File: config.mk
export PLATFORM = sky130hd
export DESIGN_NAME = insn_loader
export DESIGN_NICKNAME = d
export VERILOG_FILES = /design/src/rtl/insn_loader_pkg.sv /design/src/rtl/insn_loader_asm.sv /design/src/rtl/insn_loader.sv
export SDC_FILE = /design/constraint.sdc
export NUM_CORES = 1
export LEC_CHECK = 0
export ABC_AREA = 1
export CAP_MARGIN = 25
export CORE_MARGIN = 4
export CORE_UTILIZATION = 40
export CTS_CLUSTER_DIAMETER = 100
export DETAILED_ROUTE_END_ITERATION = 7
export HOLD_SLACK_MARGIN = 0.1
export PLACE_DENSITY = 0.61
export SLEW_MARGIN = 40
export SYNTH_ARGS = -nofsm -noshare
export SYNTH_HDL_FRONTEND = slang
export SYNTH_HIERARCHICAL = 1
export SYNTH_SLANG_ARGS = --single-unit
File: constraint.sdc
create_clock -name clk -period 2.6 [get_ports clk]
set_clock_uncertainty 0.1 [all_clocks]
set_input_delay 0.52 -clock clk [delete_from_list [all_inputs] [get_ports clk]]
set_output_delay 0.52 -clock clk [all_outputs]
set_load 0.005 [all_outputs]
File: src/rtl/insn_loader_pkg.sv
// Shared definitions for the instruction loader: default sizes, stream header width and FSM states.
package insn_loader_pkg;

   localparam int unsigned DEF_LEN_INSN      = 32;
   localparam int unsigned DEF_MEM_INSN_ADDR = 10;
   localparam int unsigned LEN_BYTE          = 8;
   localparam int unsigned LEN_COUNT         = 2 * LEN_BYTE;

   typedef enum logic [2:0] {
      LDR_HDR_LO = 3'd0,
      LDR_HDR_HI = 3'd1,
      LDR_DATA   = 3'd2,
      LDR_CSUM   = 3'd3,
      LDR_DONE   = 3'd4,
      LDR_ERR    = 3'd5
   } ldr_state_e;

endpackage

File: src/rtl/insn_loader_asm.sv
// Byte-to-word assembler: shifts stream bytes in little-endian order and flags the last byte of each word.
module insn_loader_asm
   import insn_loader_pkg::*;
#(
   parameter int unsigned LEN_INSN = DEF_LEN_INSN
) (
   input  logic                clk,
   input  logic                rst,
   input  logic                valid_i,
   input  logic [LEN_BYTE-1:0] byte_i,
   output logic [LEN_INSN-1:0] word_c,
   output logic                word_ready_c
);

   localparam int unsigned BYTES = LEN_INSN / LEN_BYTE;
   localparam int unsigned CW    = (BYTES > 1) ? $clog2(BYTES) : 1;

   logic [CW-1:0]       cnt_q, cnt_d;
   logic [LEN_INSN-1:0] shift_q, shift_d;

   // New byte enters at the top, so after BYTES bytes the first one sits in bits [7:0].
   always_comb begin
      word_c       = LEN_INSN'({byte_i, shift_q} >> LEN_BYTE);
      word_ready_c = valid_i && (cnt_q == CW'(BYTES - 1));
      shift_d      = shift_q;
      cnt_d        = cnt_q;
      if (valid_i) begin
         shift_d = word_c;
         cnt_d   = word_ready_c ? '0 : cnt_q + CW'(1);
      end
   end

   always_ff @(posedge clk) begin
      if (rst) begin
         cnt_q   <= '0;
         shift_q <= '0;
      end else begin
         cnt_q   <= cnt_d;
         shift_q <= shift_d;
      end
   end

endmodule

File: src/rtl/insn_loader.sv
// Instruction-memory loader: parses a counted byte stream, writes LE words from address 0 and holds
// the core in reset until done. Defining INSN_LOADER_CHECKSUM_EN adds a trailing checksum byte.
module insn_loader
   import insn_loader_pkg::*;
#(
   parameter int unsigned LEN_INSN      = DEF_LEN_INSN,
   parameter int unsigned MEM_INSN_ADDR = DEF_MEM_INSN_ADDR
) (
   input  logic                     clk,
   input  logic                     rst,
   input  logic                     valid_i,
   input  logic [LEN_BYTE-1:0]      byte_i,
   output logic                     stall_o,
   input  logic                     mem_stall_i,
   output logic                     we_o,
   output logic [MEM_INSN_ADDR-1:0] waddr_o,
   output logic [LEN_INSN-1:0]      wdata_o,
   output logic                     core_rst_o,
   output logic                     done_o,
   output logic                     err_o
);

   localparam int unsigned IDX_W     = MEM_INSN_ADDR + 1;
   localparam int unsigned MAX_WORDS = 32'(1) << MEM_INSN_ADDR;

   ldr_state_e               state_q, state_d;
   logic [LEN_BYTE-1:0]      cnt_lo_q, cnt_lo_d;
   logic [IDX_W-1:0]         n_q, n_d;
   logic [IDX_W-1:0]         widx_q, widx_d;
   logic                     we_q, we_d;
   logic [MEM_INSN_ADDR-1:0] waddr_q, waddr_d;
   logic [LEN_INSN-1:0]      wdata_q, wdata_d;
   logic                     core_rst_q, core_rst_d;
   logic                     done_q, done_d;
   logic                     err_q, err_d;
`ifdef INSN_LOADER_CHECKSUM_EN
   logic [LEN_BYTE-1:0]      sum_q, sum_d;
`endif

   logic                     wr_busy_c;
   logic                     accept_c;
   logic                     all_words_c;
   logic                     asm_valid_c;
   logic                     word_ready_c;
   logic [LEN_INSN-1:0]      word_c;
   logic [LEN_COUNT-1:0]     n16_c;

   // A write held by the memory blocks the stream, so at most one word is ever pending.
   assign wr_busy_c   = we_q && mem_stall_i;
   assign stall_o     = (state_q == LDR_DONE) || (state_q == LDR_ERR) || wr_busy_c;
   assign accept_c    = valid_i && !stall_o;
   assign all_words_c = (widx_q == n_q);
   assign asm_valid_c = accept_c && (state_q == LDR_DATA) && !all_words_c;

   insn_loader_asm #(.LEN_INSN(LEN_INSN)) u_asm (
      .clk         (clk),
      .rst         (rst),
      .valid_i     (asm_valid_c),
      .byte_i      (byte_i),
      .word_c      (word_c),
      .word_ready_c(word_ready_c)
   );

   always_comb begin
      state_d  = state_q;
      cnt_lo_d = cnt_lo_q;
      n_d      = n_q;
      widx_d   = widx_q;
      we_d     = wr_busy_c;
      waddr_d  = waddr_q;
      wdata_d  = wdata_q;
      n16_c    = {byte_i, cnt_lo_q};
`ifdef INSN_LOADER_CHECKSUM_EN
      sum_d    = sum_q;
`endif
      case (state_q)
         LDR_HDR_LO: begin
            if (accept_c) begin
               cnt_lo_d = byte_i;
               state_d  = LDR_HDR_HI;
            end
         end
         LDR_HDR_HI: begin
            if (accept_c) begin
               if (n16_c == '0) begin
                  state_d = LDR_DONE;
               end else if (32'(n16_c) > MAX_WORDS) begin
                  state_d = LDR_ERR;
               end else begin
                  n_d     = IDX_W'(n16_c);
                  state_d = LDR_DATA;
               end
            end
         end
         LDR_DATA: begin
            if (asm_valid_c) begin
`ifdef INSN_LOADER_CHECKSUM_EN
               sum_d = sum_q + byte_i;
`endif
               if (word_ready_c) begin
                  we_d    = 1'b1;
                  waddr_d = widx_q[MEM_INSN_ADDR-1:0];
                  wdata_d = word_c;
                  widx_d  = widx_q + IDX_W'(1);
               end
            end
`ifdef INSN_LOADER_CHECKSUM_EN
            if (asm_valid_c && word_ready_c && (widx_d == n_q)) state_d = LDR_CSUM;
`else
            // Finish only once the last word has actually been taken by the memory.
            if (all_words_c && !wr_busy_c) state_d = LDR_DONE;
`endif
         end
`ifdef INSN_LOADER_CHECKSUM_EN
         LDR_CSUM: begin
            // Accepting here implies any pending write completes this same cycle.
            if (accept_c) state_d = (LEN_BYTE'(sum_q + byte_i) == '0) ? LDR_DONE : LDR_ERR;
         end
`endif
         default: ;
      endcase
      if (state_d == LDR_ERR) we_d = 1'b0;
      core_rst_d = (state_d != LDR_DONE);
      done_d     = (state_d == LDR_DONE);
      err_d      = (state_d == LDR_ERR);
   end

   always_ff @(posedge clk) begin
      if (rst) begin
         state_q    <= LDR_HDR_LO;
         cnt_lo_q   <= '0;
         n_q        <= '0;
         widx_q     <= '0;
         we_q       <= 1'b0;
         waddr_q    <= '0;
         wdata_q    <= '0;
         core_rst_q <= 1'b1;
         done_q     <= 1'b0;
         err_q      <= 1'b0;
`ifdef INSN_LOADER_CHECKSUM_EN
         sum_q      <= '0;
`endif
      end else begin
         state_q    <= state_d;
         cnt_lo_q   <= cnt_lo_d;
         n_q        <= n_d;
         widx_q     <= widx_d;
         we_q       <= we_d;
         waddr_q    <= waddr_d;
         wdata_q    <= wdata_d;
         core_rst_q <= core_rst_d;
         done_q     <= done_d;
         err_q      <= err_d;
`ifdef INSN_LOADER_CHECKSUM_EN
         sum_q      <= sum_d;
`endif
      end
   end

   assign we_o       = we_q;
   assign waddr_o    = waddr_q;
   assign wdata_o    = wdata_q;
   assign core_rst_o = core_rst_q;
   assign done_o     = done_q;
   assign err_o      = err_q;

endmodule

==> reports/qor.yml <==
status: "complete, no violations"
drive_above_1_share_pct: 10.43
drv_cap: 0
yosys-top-cells-area: "dfxtp_1, nand2_1, a21oi_1, nor2_1, o21ai_0"
power_density_mw_per_mm2: 550.3
clockBufferDepth: 2
grt_overflow: 0
synthCells: 580
cts.sinks: 105
final_util_pct: 49.59
netlist_area_mm2: 0.004349
crit_required_ns: 1.98
path_max_fanout: 4
synth_top_area_share_pct: 48.33
antenna_found_initial: 0
synth.distinct_cells: 28
post_cts_buffers: 0
synth.avg_cell_area_um2: 7.499
critPathLaunchType: "input port"
areaGrowthSynthToFinish_pct: 19.30
final-setup-viol-count: 0
ant_nets: 0
period_needed_ns: 2.380
post_drt_via_cell_ratio: 4.856
synth_most_common_cell: "nand2_1"
finalSetupTns_ns: 0
drt-initial-drc-count: 185
slew_viol_final: 0
cts_made_buffers: 9
die_w_um: 112.3
ios: 59
multi_input_area_mm2: 0.001812
htreeDepth: 3
ys_warn_count: 6
track_usage_pct: 16.38
cts_tree: "done"
yosys.area.top_type: "dfxtp_1"
grt_pass1_vias: 3786
clock.fmax_mhz: 420.2
portBuffers: 58
total_power_mw: 2.856
first_pass_iters: 5
seq_area_mm2: 0.002102
die_y_um: 112.3
clk_pin_slew_ns: 0.10
tightestPinTransition_ns: 0.4711
maxSlewHeadroom_pct: 68.60
syn-num-nets: 594
yosys-top-cells-count: "nand2_1, dfxtp_1, nor2_1"
grt_max_degree: 43
routedWlPerCell_um: 12.96
p_leak_nw: 1.968
critPathKind: "in -> out"
dieArea_mm2: 0.01261
hold_path_class: "reg -> reg"
irDropWorstVdd_mv: 0.2393
worstSetupEndpointType: "output pin"
n_antenna_cell: 0
holdBufCountCts: 0
routed_wl_mm: 9.966
n_fill_cell: 1077
postCtsResizedCells: 0
num_vias: 3734
drc: 0
ys_ff_latch: 105
final-hold-violation-count: 0
whs_path_depth: 2
row_count: 37
core-area_mm2: 0.01046
synth_edf_count: 0
final_nets: 642
post-dp-hpwl_mm: 6.889
synth-seq-area-share_pct: 48.33
gp_congestion: 0.8406
cts-root-buf: "clkbuf_8"
rsz0062_at_grt: "no"
rr_worst_depth: 15
grt_pass1_wl_mm: 17.33
ys_async_sr_fraction_pct: 0
synth_top_flop_cell: "dfxtp_1"
cp_data_arrival_time_ns: 1.76
period_share_pct: 91.53
clock_latency_ns: 0.37
initial_core_util_pct: 41.57
-- metrics by stage --
stage          instances  hold slack, ns  setup slack [ns]  instance area [µm²]
2_1_floorplan        580          0.3371            0.4036                 4349
3_3_place_gp         753          0.3549            0.1519                 4987
3_5_place_dp         753          0.3556            0.1360                 4987
4_1_cts              769          0.3705            0.2102                 5189
5_1_grt              769          0.3851            0.1716                 5189
6_report             769          0.3694            0.2202                 5189
-- power breakdown --
part | leakage (nW) | internal (mW) | total [mW] | switching, mW
combinational | 1.03 | 0.0675 | 0.171 | 0.103
clock | 0.0938 | 0.454 | 1.03 | 0.579
sequential | 0.848 | 1.63 | 1.65 | 0.0209
total | 1.97 | 2.15 | 2.86 | 0.703
-- layout by cell type (no fill, tap or decap), drive strengths merged --
master	instances
buf	15
dfxtp	105
ha	2
nand4	4
clkdlybuf4s50	58
a21oi	66
xor2	2
clkinvlp	3
nand3	13
nor3	8
clkbuf	9
nor4	3
xnor2	1
nand3b	3
nand2	144
o21ai	58
nor2	91
clkinv	2
inv	45
bufinv	1
-- metal layers --
metal,GRT usage [%],wire [µm],part of all wire [%],vias up
met1,19.87,4605,46,1728
met2,28.80,4857,49,52
met3,3.774,346,3.5,13
met5,0,0,0,-
met4,5.048,156,1.6,0
li1,-,-,-,1941
-- worst max-delay path, stage by stage --
cell,delay (ns)
clkdlybuf4s50_1,0.46
nand2_1,0.08
buf_4,0.15
nand2_1,0.06
clkdlybuf4s50_1,0.49
-- cells by family after synthesis --
| kind of cell | count (synthesis) | synth area share, % |
|---|---|---|
| adders and majority gates | 2 | 0.5753 |
| buffers and inverters | 80 | 10.01 |
| DFF | 105 | 48.33 |
| AOI/OAI and AO/OA | 124 | 14.36 |
| xor gates and xnor gates | 3 | 0.6043 |
| and+or+nand+nor | 266 | 26.12 |
-- final timing paths --
| path | from | to | slack, ns |
|---|---|---|---|
| worst max-delay path | mem_stall_i | stall_o | 0.22 |
| worst min-delay path | u_asm/shift_q[13] | wdata_o[5] | 0.37 |
| worst max register to register | widx_q[5] | wdata_o[4] | 0.50 |
| worst min register to register | u_asm/shift_q[13] | wdata_o[5] | 0.37 |
-- registers in the layout, summed over array words and instances (netlist names) --
register	flops
state_q	3
wdata_o	32
we_o	1
err_o	1
n_q	11
u_asm/cnt_q	2
cnt_lo_q	8
waddr_o	10
core_rst_o	1
widx_q	11
done_o	1
u_asm/shift_q	24
-- layout make-up --
class	count	area share [%]
Sequential cell	105	40.51
Clock buffer	9	2.387
Tap cell	136	3.279
Clock inverter	7	1.495
Inverter	44	3.328
Timing Repair Buffer	73	14.08
Multi-Input combinational cell	395	34.92
(Power assumes the default switching activity.)
